--- src/rtl/fir_mac_sequencer.sv ---
// rtl/fir_mac_sequencer.sv - time-multiplexed FIR tap engine around an external fixed-point multiplier
// Circular delay line, one tap per cycle, N-bit saturating accumulation.
module fir_mac_sequencer #(
   parameter int N    = 16,
   parameter int TAPS = 8
) (
   input  logic                    clk,
   input  logic                    rst,
   input  logic                    in_valid,
   output logic                    in_ready,
   input  logic [N-1:0]            in_data,
   input  logic                    coef_we,
   input  logic [$clog2(TAPS)-1:0] coef_addr,
   input  logic [N-1:0]            coef_data,
   output logic [N-1:0]            mul_a,
   output logic [N-1:0]            mul_b,
   input  logic [N-1:0]            mul_result,
   output logic                    out_valid,
   input  logic                    out_ready,
   output logic [N-1:0]            out_data
);

   localparam int PW = $clog2(TAPS);
   localparam logic [PW-1:0] LAST = PW'(TAPS - 1);

   typedef enum logic [1:0] {S_IDLE, S_MAC, S_DONE} state_t;

   state_t        r_state;
   logic [PW-1:0] r_p;
   logic [PW-1:0] r_k;
   logic [N-1:0]  r_acc;
   logic [N-1:0]  r_buf  [TAPS];
   logic [N-1:0]  r_coef [TAPS];
   logic          r_out_valid;
   logic [N-1:0]  r_out_data;

   logic [PW-1:0] w_rd_idx;
   logic [PW-1:0] w_p_next;
   logic [N-1:0]  w_sum;

   function automatic logic [N-1:0] sat_add(input logic [N-1:0] a, input logic [N-1:0] b);
      logic [N-1:0] s;
      s = a + b;
      if ((a[N-1] == b[N-1]) && (s[N-1] != a[N-1]))
         s = a[N-1] ? {1'b1, {(N-1){1'b0}}} : {1'b0, {(N-1){1'b1}}};
      return s;
   endfunction

   // (p - k) mod TAPS; for power-of-two TAPS the natural wrap already gives it
   always_comb begin
      w_rd_idx = r_p - r_k;
      if (r_p < r_k)
         w_rd_idx = r_p + PW'(TAPS) - r_k;
   end

   assign w_p_next = (r_p == LAST) ? '0 : r_p + PW'(1);
   assign w_sum    = sat_add(r_acc, mul_result);

   assign in_ready  = (r_state == S_IDLE);
   assign mul_a     = (r_state == S_MAC) ? r_buf[w_rd_idx] : '0;
   assign mul_b     = (r_state == S_MAC) ? r_coef[r_k] : '0;
   assign out_valid = r_out_valid;
   assign out_data  = r_out_data;

   always_ff @(posedge clk) begin
      if (rst) begin
         r_state     <= S_IDLE;
         r_p         <= '0;
         r_k         <= '0;
         r_acc       <= '0;
         r_out_valid <= 1'b0;
         r_out_data  <= '0;
         for (int i = 0; i < TAPS; i++) begin
            r_buf[i]  <= '0;
            r_coef[i] <= '0;
         end
      end else begin
         case (r_state)
            S_IDLE: begin
               if (coef_we && (int'(coef_addr) < TAPS))
                  r_coef[coef_addr] <= coef_data;
               if (in_valid) begin
                  r_p            <= w_p_next;
                  r_buf[w_p_next] <= in_data;
                  r_acc          <= '0;
                  r_k            <= '0;
                  r_state        <= S_MAC;
               end
            end
            S_MAC: begin
               r_acc <= w_sum;
               r_k   <= r_k + PW'(1);
               if (r_k == LAST) begin
                  r_out_data  <= w_sum;
                  r_out_valid <= 1'b1;
                  r_k         <= '0;
                  r_state     <= S_DONE;
               end
            end
            S_DONE: begin
               if (out_ready) begin
                  r_out_valid <= 1'b0;
                  r_state     <= S_IDLE;
               end
            end
            default: r_state <= S_IDLE;
         endcase
      end
   end

endmodule

--- config.mk ---
export PLATFORM = sky130hd
export DESIGN_NAME = fir_mac_sequencer
export DESIGN_NICKNAME = d
export VERILOG_FILES = /design/src/rtl/fir_mac_sequencer.sv
export SDC_FILE = /design/constraint.sdc
export NUM_CORES = 1
export LEC_CHECK = 0
export CAP_MARGIN = 20
export CORE_MARGIN = 2
export CORE_UTILIZATION = 53
export DETAILED_ROUTE_END_ITERATION = 8
export PLACE_DENSITY_LB_ADDON = 0.15
export SLEW_MARGIN = 10
export SYNTH_ARGS = -nofsm -noshare
export SYNTH_HDL_FRONTEND = slang
export SYNTH_SLANG_ARGS = --single-unit
--- constraint.sdc ---
create_clock -name clk -period 2.4 [get_ports clk]
set_input_delay 0.48 -clock clk [delete_from_list [all_inputs] [get_ports clk]]
set_output_delay 0.48 -clock clk [all_outputs]
set_load 0.005 [all_outputs]
==> impl_metrics.ini <==
[timing]
fin_crit_ns = 3.12
fin_ws_ns = -0.717
finalSetupViolCount = 32
finalSetupTns_ns = -14.98
fmax_mhz = 321
max_slew_margin = 0.691
finalMaxSlewViolations = 0
rsz0062_at_grt = yes
worst_slew_pin_slew_ns = 0.464
skew_ns = 0.0135
hold_slack_ns = 0.279
finalHoldViolations = 0
post-route-period-util = 1.30

[clocking]
cts_sinks = 300
cts-buffers-inserted = 31
clockBufferDepth = 3
cts-root-buf = clkbuf_16
clkTransAtPathRegs_ns = 0.06
hold_buffers = 0
htreeDepth = 1
clk_latency_ns = 0.57
cts_tree = done

[die]
die_area_um2 = 28000
fp.coreArea_um2 = 26100
die_h_um = 167
fp.dieW_um = 167
placementRows = 59
ioPinCount = 106
initial_core_util = 0.540

[synthesis]
synth_area_leader_cell = edfxtp_1
synth-main-ff-cell = edfxtp_1
synth_top_area_frac = 0.544
synthSimpleGateAreaFrac = 0.176
synth-seq-cells = 300
syn_area_um2 = 14100
synthTopCellsByArea = edfxtp_1 (54%), and2_1 (11%), mux4_2 (10%)
synth_compound_area_frac = 0.0425
synth_edf_count = 256
synth_common_cells = and2_1 (257), edfxtp_1 (256), nor2_1 (79)
synth-adder-area-share = 0.0206
synth_top_family_by_area = simple AND/OR/NAND/NOR gates
syn_avg_cell_area_um2 = 13.7
synthXorXnorAreaFrac = 0.00806
yosysMostFrequentCell = and2_1
async_flop_share = 0
synth.distinct_cells = 50
synth_nets = 1106
synthCells = 1028
seq_area_frac_synth = 0.607
synth_warnings = 0
synthMuxAreaShare = 0.126

[pwr]
p_switching_mw = 2.87
ir_drop_mv = 0.428
clockPowerShare = 0.365
p_int_mw = 9.30
p_per_area_nw_per_um2 = 684
seq_power_share = 0.488
p_comb_frac = 0.147
p_sw_frac = 0.236
finalPower_mw = 12.2
p_leak_nw = 6.80

[worst_hold_path]
hold_class = in -> reg
hold_depth = 2

[critical_path]
cp_data_required_time_ns = 1.92
path_class = reg -> out
crit_arrival_ns = 2.64
crit_path_end_kind = primary output
r2r_cells = 8
start_kind = flip-flop
cp_max_fo = 7

[drt]
first_pass_iters = 7
ant_nets = 0
drt_iter0_drc = 706
wl_per_cell_um = 20.8
drcViolationCount = 8
vias_per_cell = 5.53
routed_wl_um = 33400
via_count = 8891

[layout]
instances_no_fill = 1608
layout-drive-gt1-share = 0.262
syn_to_final_growth_pct = 26.1
final_nets = 1330
final_core_util = 0.681
stdcell_area_um2 = 17800

[place]
port_buffers = 105
dp_slack_ns = -0.450
place.gp.congestion = 0.823
dp_hpwl_um = 20300
dp.cells = 1516
dpl_cell_area_um2 = 16500

[status]
status = complete, but fails checks
violations = design-rule violations, negative setup slack

[job]
maxCapViolCount = 0

[grt]
grt_max_degree = 41
grt_pass1_vias = 9075
overflow = 0
grt_pass1_wl_um = 51700
track_usage = 0.243
antenna_found_initial = 2
==> state kept, by name, indices dropped and copies added (netlist names), named ones only <==
name	count
r_k	3
r_p	3
out_valid	1
r_buf	128
r_acc	16
r_state	2
out_data	16
r_coef	128
==> metal layers <==
| layer | wire length (µm) | track usage |
|---|---|---|
| met3 | 1850 | 0.0381 |
| met1 | 13900 | 0.313 |
| met2 | 17000 | 0.429 |
| met5 | 11 | 0 |
| met4 | 717 | 0.0669 |
==> worst max-delay path, stage by stage (launching register included) <==
cell and delay, ns:
dfxtp_2 0.32, inv_2 0.06, ha_4 0.12, inv_2 0.03, fa_2 0.62, clkbuf_16 0.19
buf_6 0.10, mux4_2 0.27, mux2i_1 0.17, nor2_1 0.07, buf_2 0.13
==> repair_timing <==
action | 4_1_cts | 5_1_grt
resized for setup | 174 | 15
pin swaps | 19 | 21
cloned | 5 | 0
endpoints found under the setup margin | 32 | 41
setup buffers | 28 | 9
==> area by class of cell <==
| class | count | area, µm² |
|---|---|---|
| well taps | 335 | 419 |
| diodes | 1 | 2.50 |
| inverters | 9 | 33.8 |
| multi-input cells | 667 | 5360 |
| clock inverters | 9 | 67.6 |
| clock buffers | 44 | 858 |
| flip-flops and latches | 300 | 8570 |
| repair buffers | 243 | 2490 |
| fillers | 1858 | 8330 |
==> cell families (layout without fill, tap and decap cells) <==
group / count (synthesis) / after routing
other cells: 0 / 1
simple gates: 440 / 440
buf+inv: 61 / 305
fa+ha+maj: 22 / 22
xor+xnor: 13 / 13
mux: 98 / 98
compound gates: 94 / 94
flops: 300 / 300
==> worst paths after layout <==
check / startpoint / endpoint / slack (ns)
setup / recovery: r_p[0]$_SDFFE_PP0P_ / mul_a[2] / -0.72
hold / removal: rst / out_data[11]$_SDFFE_PP0P_ / 0.28
setup reg to reg: r_acc[0]$_SDFFE_PP0P_ / out_data[10]$_SDFFE_PP0P_ / 0.17
hold reg to reg: r_acc[3]$_SDFFE_PP0P_ / r_acc[3]$_SDFFE_PP0P_ / 0.45
==> layout by cell type, fill, tap and decap left out, types with 3 or more instances in the layout <==
cell type	instances
a211oi_1	11
a21oi_1	28
a21oi_2	8
a31oi_1	4
and2_1	257
buf_12	30
buf_2	33
buf_4	73
buf_6	27
buf_8	5
clkbuf_1	7
clkbuf_16	32
clkbuf_2	3
clkbuf_8	3
clkdlybuf4s50_1	72
clkinv_2	4
dfxtp_1	41
edfxtp_1	256
ha_1	19
inv_1	7
mux2i_1	29
mux2i_2	4
mux4_2	64
nand2_1	38
nand2_2	3
nand2b_1	8
nand3_1	9
nand3b_1	5
nor2_1	78
nor3_1	8
nor3_2	3
o211ai_1	7
o21ai_0	14
o21ai_1	9
or2_2	17
or3_1	3
xnor2_1	9
==> power by group through the flow <==
stage | clock network (mW) | logic, mW | registers [mW]
finish | 4.45 | 1.78 | 5.94
global route | 4.71 | 1.93 | 5.96
CTS | 4.50 | 1.79 | 5.94
detailed placement | 0 | 1.63 | 6.05
global placement | 0 | 1.61 | 6.04
floorplan | 0 | 0.935 | 6.02
Note: power is estimated with default switching activity, not from simulation.
